<file path="src/rtl/axi_fetch_if.sv">
// Read-address/read-data channels of an AXI4 master plus the AXI4-Stream
// output of the frame fetcher, grouped so the fetcher and its peers share one bundle.
interface axi_fetch_if #(
    parameter int ID_WIDTH   = 8,
    parameter int ADDR_WIDTH = 16,
    parameter int DATA_WIDTH = 32
);
    logic [ID_WIDTH-1:0]   m_axi_arid;
    logic [ADDR_WIDTH-1:0] m_axi_araddr;
    logic [7:0]            m_axi_arlen;
    logic [2:0]            m_axi_arsize;
    logic [1:0]            m_axi_arburst;
    logic                  m_axi_arlock;
    logic [3:0]            m_axi_arcache;
    logic [2:0]            m_axi_arprot;
    logic                  m_axi_arvalid;
    logic                  m_axi_arready;
    logic [ID_WIDTH-1:0]   m_axi_rid;
    logic [DATA_WIDTH-1:0] m_axi_rdata;
    logic [1:0]            m_axi_rresp;
    logic                  m_axi_rlast;
    logic                  m_axi_rvalid;
    logic                  m_axi_rready;
    logic [DATA_WIDTH-1:0] m_axis_tdata;
    logic                  m_axis_tvalid;
    logic                  m_axis_tready;
    logic                  m_axis_tlast;

    modport master (
        output m_axi_arid, m_axi_araddr, m_axi_arlen, m_axi_arsize, m_axi_arburst,
               m_axi_arlock, m_axi_arcache, m_axi_arprot, m_axi_arvalid, m_axi_rready,
               m_axis_tdata, m_axis_tvalid, m_axis_tlast,
        input  m_axi_arready, m_axi_rid, m_axi_rdata, m_axi_rresp, m_axi_rlast,
               m_axi_rvalid, m_axis_tready
    );

    modport slave (
        input  m_axi_arid, m_axi_araddr, m_axi_arlen, m_axi_arsize, m_axi_arburst,
               m_axi_arlock, m_axi_arcache, m_axi_arprot, m_axi_arvalid, m_axi_rready,
               m_axis_tdata, m_axis_tvalid, m_axis_tlast,
        output m_axi_arready, m_axi_rid, m_axi_rdata, m_axi_rresp, m_axi_rlast,
               m_axi_rvalid, m_axis_tready
    );
endinterface

</file>
<file path="src/rtl/axi_fetch.sv">
// AXI4 read master: fetches one frame in fixed-length INCR bursts and streams
// it out through a small FIFO, marking the final frame word with tlast.
module axi_fetch #(
    parameter int          ID_WIDTH    = 8,
    parameter int          ADDR_WIDTH  = 16,
    parameter int          DATA_WIDTH  = 32,
    parameter int unsigned BASE_ADDR   = 0,
    parameter int          BURST_LEN   = 16,
    parameter int          TOTAL_WORDS = 1024,
    parameter int          FIFO_DEPTH  = 32
) (
    input logic         m_axi_aclk,
    input logic         m_axi_aresetn,
    input logic         start,
    axi_fetch_if.master bus
);
    localparam int NUM_BURSTS = TOTAL_WORDS / BURST_LEN;
    localparam int PTR_W      = $clog2(FIFO_DEPTH);
    localparam int CNT_W      = PTR_W + 1;
    localparam int BL_W       = $clog2(NUM_BURSTS + 1);
    localparam int WC_W       = $clog2(TOTAL_WORDS + 1);

    localparam logic [CNT_W-1:0]      ROOM_LIMIT  = CNT_W'(FIFO_DEPTH - BURST_LEN);
    localparam logic [ADDR_WIDTH-1:0] BURST_BYTES = ADDR_WIDTH'(BURST_LEN * 4);
    localparam logic [ADDR_WIDTH-1:0] BASE        = ADDR_WIDTH'(BASE_ADDR);
    localparam logic [WC_W-1:0]       LAST_WORD   = WC_W'(TOTAL_WORDS - 1);
    localparam logic [BL_W-1:0]       ALL_BURSTS  = BL_W'(NUM_BURSTS);

    typedef enum logic [2:0] {IDLE, ADDR, DATA, DRAIN, DONE} state_t;

    state_t                state_q, state_d;
    logic [ADDR_WIDTH-1:0] araddr_q;
    logic [BL_W-1:0]       bursts_left;
    logic [WC_W-1:0]       word_cnt;
    logic [DATA_WIDTH-1:0] fifo_mem [FIFO_DEPTH];
    logic [PTR_W-1:0]      wr_ptr, rd_ptr;
    logic [CNT_W-1:0]      fifo_cnt;
    logic                  ar_valid, r_ready, push, pop, last_beat, t_valid;
    logic                  unused_inputs;

    assign unused_inputs = ^{bus.m_axi_rid, bus.m_axi_rresp};

    assign push      = bus.m_axi_rvalid && r_ready;
    assign pop       = t_valid && bus.m_axis_tready;
    assign last_beat = push && bus.m_axi_rlast;
    assign t_valid   = (fifo_cnt != '0);

    // ADDR never receives data, so free space only grows while arvalid waits for arready
    always_comb begin
        state_d  = state_q;
        ar_valid = 1'b0;
        r_ready  = 1'b0;
        case (state_q)
            IDLE:  if (start) state_d = ADDR;
            ADDR: begin
                ar_valid = (fifo_cnt <= ROOM_LIMIT);
                if (ar_valid && bus.m_axi_arready) state_d = DATA;
            end
            DATA: begin
                r_ready = 1'b1;
                if (bus.m_axi_rvalid && bus.m_axi_rlast)
                    state_d = (bursts_left > BL_W'(1)) ? ADDR : DRAIN;
            end
            DRAIN: if (fifo_cnt == '0) state_d = DONE;
            DONE:  if (!start) state_d = IDLE;
            default: state_d = IDLE;
        endcase
    end

    always_ff @(posedge m_axi_aclk or negedge m_axi_aresetn) begin
        if (!m_axi_aresetn) begin
            state_q     <= IDLE;
            araddr_q    <= BASE;
            bursts_left <= '0;
            wr_ptr      <= '0;
            rd_ptr      <= '0;
            fifo_cnt    <= '0;
            word_cnt    <= '0;
        end else begin
            state_q <= state_d;
            if (state_q == IDLE && start) begin
                araddr_q    <= BASE;
                bursts_left <= ALL_BURSTS;
            end else if (last_beat) begin
                araddr_q    <= araddr_q + BURST_BYTES;
                bursts_left <= bursts_left - BL_W'(1);
            end
            if (push) wr_ptr <= wr_ptr + PTR_W'(1);
            if (pop)  rd_ptr <= rd_ptr + PTR_W'(1);
            fifo_cnt <= fifo_cnt + CNT_W'(push) - CNT_W'(pop);
            // Output word index wraps to zero on the last word, ending the frame
            if (pop) word_cnt <= (word_cnt == LAST_WORD) ? '0 : word_cnt + WC_W'(1);
        end
    end

    always_ff @(posedge m_axi_aclk) begin
        if (push) fifo_mem[wr_ptr] <= bus.m_axi_rdata;
    end

    assign bus.m_axi_arid    = '0;
    assign bus.m_axi_araddr  = araddr_q;
    assign bus.m_axi_arlen   = 8'(BURST_LEN - 1);
    assign bus.m_axi_arsize  = 3'b010;
    assign bus.m_axi_arburst = 2'b01;
    assign bus.m_axi_arlock  = 1'b0;
    assign bus.m_axi_arcache = 4'b0011;
    assign bus.m_axi_arprot  = 3'b000;
    assign bus.m_axi_arvalid = ar_valid;
    assign bus.m_axi_rready  = r_ready;
    assign bus.m_axis_tvalid = t_valid;
    assign bus.m_axis_tdata  = t_valid ? fifo_mem[rd_ptr] : '0;
    assign bus.m_axis_tlast  = t_valid && (word_cnt == LAST_WORD);
endmodule

</file>
<file path="src/flat_wrapper.sv">
// flat-port wrapper written by rule: the top's interface ports become plain ports
module axi_fetch_flat 
#(
    parameter int          ID_WIDTH    = 8,
    parameter int          ADDR_WIDTH  = 16,
    parameter int          DATA_WIDTH  = 32,
    parameter int unsigned BASE_ADDR   = 0,
    parameter int          BURST_LEN   = 16,
    parameter int          TOTAL_WORDS = 1024,
    parameter int          FIFO_DEPTH  = 32
)
  (m_axi_aclk, m_axi_aresetn, start, bus_m_axi_arid, bus_m_axi_araddr, bus_m_axi_arlen, bus_m_axi_arsize, bus_m_axi_arburst, bus_m_axi_arlock, bus_m_axi_arcache, bus_m_axi_arprot, bus_m_axi_arvalid, bus_m_axi_rready, bus_m_axis_tdata, bus_m_axis_tvalid, bus_m_axis_tlast, bus_m_axi_arready, bus_m_axi_rid, bus_m_axi_rdata, bus_m_axi_rresp, bus_m_axi_rlast, bus_m_axi_rvalid, bus_m_axis_tready);
  axi_fetch_if #(.ID_WIDTH(ID_WIDTH), .ADDR_WIDTH(ADDR_WIDTH), .DATA_WIDTH(DATA_WIDTH)) bus_i ();
  input logic m_axi_aclk;
  input logic m_axi_aresetn;
  input logic start;
  output wire logic [$bits(bus_i.m_axi_arid)-1:0] bus_m_axi_arid;
  output wire logic [$bits(bus_i.m_axi_araddr)-1:0] bus_m_axi_araddr;
  output wire logic [$bits(bus_i.m_axi_arlen)-1:0] bus_m_axi_arlen;
  output wire logic [$bits(bus_i.m_axi_arsize)-1:0] bus_m_axi_arsize;
  output wire logic [$bits(bus_i.m_axi_arburst)-1:0] bus_m_axi_arburst;
  output wire logic [$bits(bus_i.m_axi_arlock)-1:0] bus_m_axi_arlock;
  output wire logic [$bits(bus_i.m_axi_arcache)-1:0] bus_m_axi_arcache;
  output wire logic [$bits(bus_i.m_axi_arprot)-1:0] bus_m_axi_arprot;
  output wire logic [$bits(bus_i.m_axi_arvalid)-1:0] bus_m_axi_arvalid;
  output wire logic [$bits(bus_i.m_axi_rready)-1:0] bus_m_axi_rready;
  output wire logic [$bits(bus_i.m_axis_tdata)-1:0] bus_m_axis_tdata;
  output wire logic [$bits(bus_i.m_axis_tvalid)-1:0] bus_m_axis_tvalid;
  output wire logic [$bits(bus_i.m_axis_tlast)-1:0] bus_m_axis_tlast;
  input wire logic [$bits(bus_i.m_axi_arready)-1:0] bus_m_axi_arready;
  input wire logic [$bits(bus_i.m_axi_rid)-1:0] bus_m_axi_rid;
  input wire logic [$bits(bus_i.m_axi_rdata)-1:0] bus_m_axi_rdata;
  input wire logic [$bits(bus_i.m_axi_rresp)-1:0] bus_m_axi_rresp;
  input wire logic [$bits(bus_i.m_axi_rlast)-1:0] bus_m_axi_rlast;
  input wire logic [$bits(bus_i.m_axi_rvalid)-1:0] bus_m_axi_rvalid;
  input wire logic [$bits(bus_i.m_axis_tready)-1:0] bus_m_axis_tready;
  assign bus_m_axi_arid = bus_i.m_axi_arid;
  assign bus_m_axi_araddr = bus_i.m_axi_araddr;
  assign bus_m_axi_arlen = bus_i.m_axi_arlen;
  assign bus_m_axi_arsize = bus_i.m_axi_arsize;
  assign bus_m_axi_arburst = bus_i.m_axi_arburst;
  assign bus_m_axi_arlock = bus_i.m_axi_arlock;
  assign bus_m_axi_arcache = bus_i.m_axi_arcache;
  assign bus_m_axi_arprot = bus_i.m_axi_arprot;
  assign bus_m_axi_arvalid = bus_i.m_axi_arvalid;
  assign bus_m_axi_rready = bus_i.m_axi_rready;
  assign bus_m_axis_tdata = bus_i.m_axis_tdata;
  assign bus_m_axis_tvalid = bus_i.m_axis_tvalid;
  assign bus_m_axis_tlast = bus_i.m_axis_tlast;
  assign bus_i.m_axi_arready = bus_m_axi_arready;
  assign bus_i.m_axi_rid = bus_m_axi_rid;
  assign bus_i.m_axi_rdata = bus_m_axi_rdata;
  assign bus_i.m_axi_rresp = bus_m_axi_rresp;
  assign bus_i.m_axi_rlast = bus_m_axi_rlast;
  assign bus_i.m_axi_rvalid = bus_m_axi_rvalid;
  assign bus_i.m_axis_tready = bus_m_axis_tready;
  axi_fetch #(.ID_WIDTH(ID_WIDTH), .ADDR_WIDTH(ADDR_WIDTH), .DATA_WIDTH(DATA_WIDTH), .BASE_ADDR(BASE_ADDR), .BURST_LEN(BURST_LEN), .TOTAL_WORDS(TOTAL_WORDS), .FIFO_DEPTH(FIFO_DEPTH)) u_core (.m_axi_aclk(m_axi_aclk), .m_axi_aresetn(m_axi_aresetn), .start(start), .bus(bus_i));
endmodule
</file>
<file path="config.mk">
export PLATFORM = sky130hd
export DESIGN_NAME = axi_fetch_flat
export DESIGN_NICKNAME = d
export VERILOG_FILES = /design/src/rtl/axi_fetch_if.sv /design/src/rtl/axi_fetch.sv /design/src/flat_wrapper.sv
export SDC_FILE = /design/constraint.sdc
export NUM_CORES = 1
export LEC_CHECK = 0
export ABC_CLOCK_PERIOD_IN_PS = 3900
export BUFFER_PORTS_ARGS = -buffer_cell sky130_fd_sc_hd__buf_2
export CORE_MARGIN = 2
export CORE_UTILIZATION = 62
export CTS_BUF_LIST = sky130_fd_sc_hd__clkbuf_16
export DETAILED_ROUTE_END_ITERATION = 16
export PLACE_DENSITY = 0.76
export SYNTH_ARGS = -nofsm -noshare
export SYNTH_HDL_FRONTEND = slang
export SYNTH_SLANG_ARGS = --single-unit
export TNS_END_PERCENT = 10
</file>
<file path="constraint.sdc">
create_clock -name m_axi_aclk -period 3.9 [get_ports m_axi_aclk]
set_input_delay 0.585 -clock m_axi_aclk [delete_from_list [all_inputs] [get_ports m_axi_aclk]]
set_output_delay 0.585 -clock m_axi_aclk [all_outputs]
set_load 0.01 [all_outputs]
</file>
==> metrics.txt <==
outcome finished clean; Post-synth EDFFs 1024; largest net degree at the start of global routing 87; Internal Pwr Total 22800 uW; Remaining DRCs 0; Clock Tree Buf Depth 3; RR Startpoint u_core.fifo_cnt[4]; Cells after DPL 2963; vias in the first global route 21701; total track usage 27.9%; async set-reset flop share out of synthesis 4.39%; sequential cell area 0.0319 mm2; 1st-pass router iterations 5; diode count 0; Switching Fraction 30.4%; Initial Util 62.4%; cts bufs inserted 102; crit-path leading delay family compound AO/OA/AOI/OAI gates; final max-slew violation count 0; CP max stage delay 0.71 ns; fill cell count 3813; FP Rows 95; commonest non-fill, non-tap cell in the layout edfxtp_1; Clock Power Share 30.0%; Critical Path End Type output port; Worst-Skew Late Latency 0.66 ns; CTS tree done; sequential power share 40.8%; Post-DP Area 0.0439 mm2; fmax 259 MHz; clock sink total 1071; Die W 264 um; first-pass GRT wire length 141000 um; Final Util 70.9%; Pleak 0.0157 uW; Most used DFF post-synth edfxtp_1; Worst Hold Class primary input to register; final hold vios 0; RSZ-0062 raised after global routing yes; Routed WL 96200 um; share of layout cells above drive strength 1 27.0%; Logic pwr share 29.2%; Slew @ Worst Pin 0.831 ns; Routed Antenna Nets 0; H-tree depth 3; hold_sp bus_m_axis_tready; #FFs+latches synth 1071; root buffer cell clkbuf_16; Die Area 0.0695 mm2; Vias/cell 6.74; switching power 9990 uW; vias 21284; Slew HR 44.1%; CTS clock-pin slew for the worst setup and hold paths 0.06 ns; io pins 130; Final min period 3.86 ns; Finished Cell Area 0.0475 mm2; most frequent cells in the layout edfxtp_1, mux4_2, mux2i_1; CP max stage cell a211oi_1; CP Max Fanout 51; sequential area share after synthesis 76.4%; PortBufs 84; Syn Inst Count 2011; critical path cell sequence nor2_4, buf_12, a22oi_1, a211oi_1, buf_2; crit path DAT 3.27 ns; syn_area_per_cell 20.8 um2; core area 0.0669 mm2; Netlist cell types 56; pwr dens 692 mW/mm2; footprint of the multi-input gates 0.00936 mm2; Final nets 2266; overall die height 264 um; grt ovf 0; Worst EP required 3.31 ns; Routed WL per cell 30.5 um; fin crit share 99.0%; VDD IR max 672 uV; type of origin of the critical path register; CP bufs+invs 2; First DRT Iteration DRCs 2920; total of max-cap violations 0; Area growth syn-to-layout 13.6%; Yosys warning total 0; kind of critical path register to output port; Setup violations, final 0; Final Skew 0.0142 ns; Cell Area, Synth 0.0418 mm2; GPL Wtd Cong 0.794; Critical Path Start u_core.rd_ptr[3]; Non-Filler Instances 3156; hpwl dp 51300 um; initial antenna violation count 3
## stage by stage
step                hold WS (ns)  setup slack [ns]  total power [uW]  TNS [ns]
floorplan                  0.289             0.643             19800         0
detailed placement         0.478             0.439             22900         0
global placement           0.464             0.419             22700         0
global route               0.335           -0.0680             33900    -0.422
CTS                        0.286         0.0000873             32900         0
finish                     0.317            0.0401             32800         0
## registers in the layout, summed over array words and instances (netlist names)
register,cells
u_core.fifo_cnt,6
u_core.rd_ptr,5
u_core.word_cnt,11
u_core.wr_ptr,5
u_core.bus.m_axi_araddr,10
u_core.state_q,3
u_core.fifo_mem,1024
u_core.bursts_left,7
## metal layers
layer | vias to the layer above | track usage, % | share of wire, % | wire length, um
met2 | 1228 | 44.9 | 50 | 47700
met1 | 11116 | 39.4 | 38 | 36600
li1 | 8736 | - | - | -
met4 | 2 | 9.30 | 3.0 | 2930
met3 | 202 | 5.09 | 9.3 | 8990
met5 | - | 0 | 0.014 | 13
## cells in the mapped netlist, drive strengths merged (32+ instances only)
| cell | count | area share, % |
|---|---|---|
| edfxtp | 1024 | 74 |
| mux2i | 129 | 3.1 |
| a21oi | 39 | 0.47 |
| clkbuf | 57 | 0.51 |
| nor2 | 51 | 0.46 |
| dfrtp | 47 | 2.8 |
| mux4 | 193 | 10 |
| a2111oi | 32 | 0.96 |
| buf | 90 | 1.7 |
| o22ai | 32 | 0.48 |
## worst paths after layout
kind | endpoint | cells after the start | slack (ns)
max | bus_m_axis_tdata[4] | 5 | 0.04
min | u_core.word_cnt[3] | 4 | 0.32
max in group asynchronous | u_core.rd_ptr[4] | 3 | 2.68
max reg2reg | u_core.fifo_cnt[5] | 13 | 0.54
min reg2reg | u_core.word_cnt[8] | 1 | 0.48
min in group asynchronous | u_core.word_cnt[5] | 2 | 0.46
## layout make-up
cell class              count  area share (%)
well taps                 873            2.30
clock buffers             103            5.43
multi-input cells         801            19.7
inverters                  25           0.198
repair buffers            197            3.42
flip-flops and latches   1071            67.3
clock inverters            86            1.66
## tightest hold or removal path, delay by kind of cell
family,cells,cell delay (ns)
AND/OR/NAND/NOR,2,0.15
buffers and inverters,1,0.13
XOR/XNOR,1,0.06
## power groups by stage
stage / clock (uW) / sequential, uW / combinational [uW]
CTS: 9990 / 13400 / 9500
floorplan: 0 / 13300 / 6450
finish: 9860 / 13400 / 9590
global placement: 0 / 13600 / 9070
global route: 10400 / 13400 / 10100
detailed placement: 0 / 13600 / 9270
## logic make-up after synthesis
kind of cell,count (synthesis),synth area share [%]
muxes,323,13.5
other,2,0.0180
xor gates and xnor gates,27,0.566
AOI/OAI and AO/OA,261,4.89
DFF,1071,76.4
buffers and inverters,172,2.39
and+or+nand+nor,136,1.61
adders and majority gates,19,0.587
## repair_timing
| item | 4_1_cts | 5_1_grt |
|---|---|---|
| setup endpoints to repair | 29 | 23 |
| buffers inserted | 3 | 0 |
| gates resized for setup | 11 | 16 |
| pin swaps | 0 | 1 |
| hold buffers | 1 | 0 |
| hold endpoints to repair | 23 | 0 |
Power figures use the tool's default switching activity.
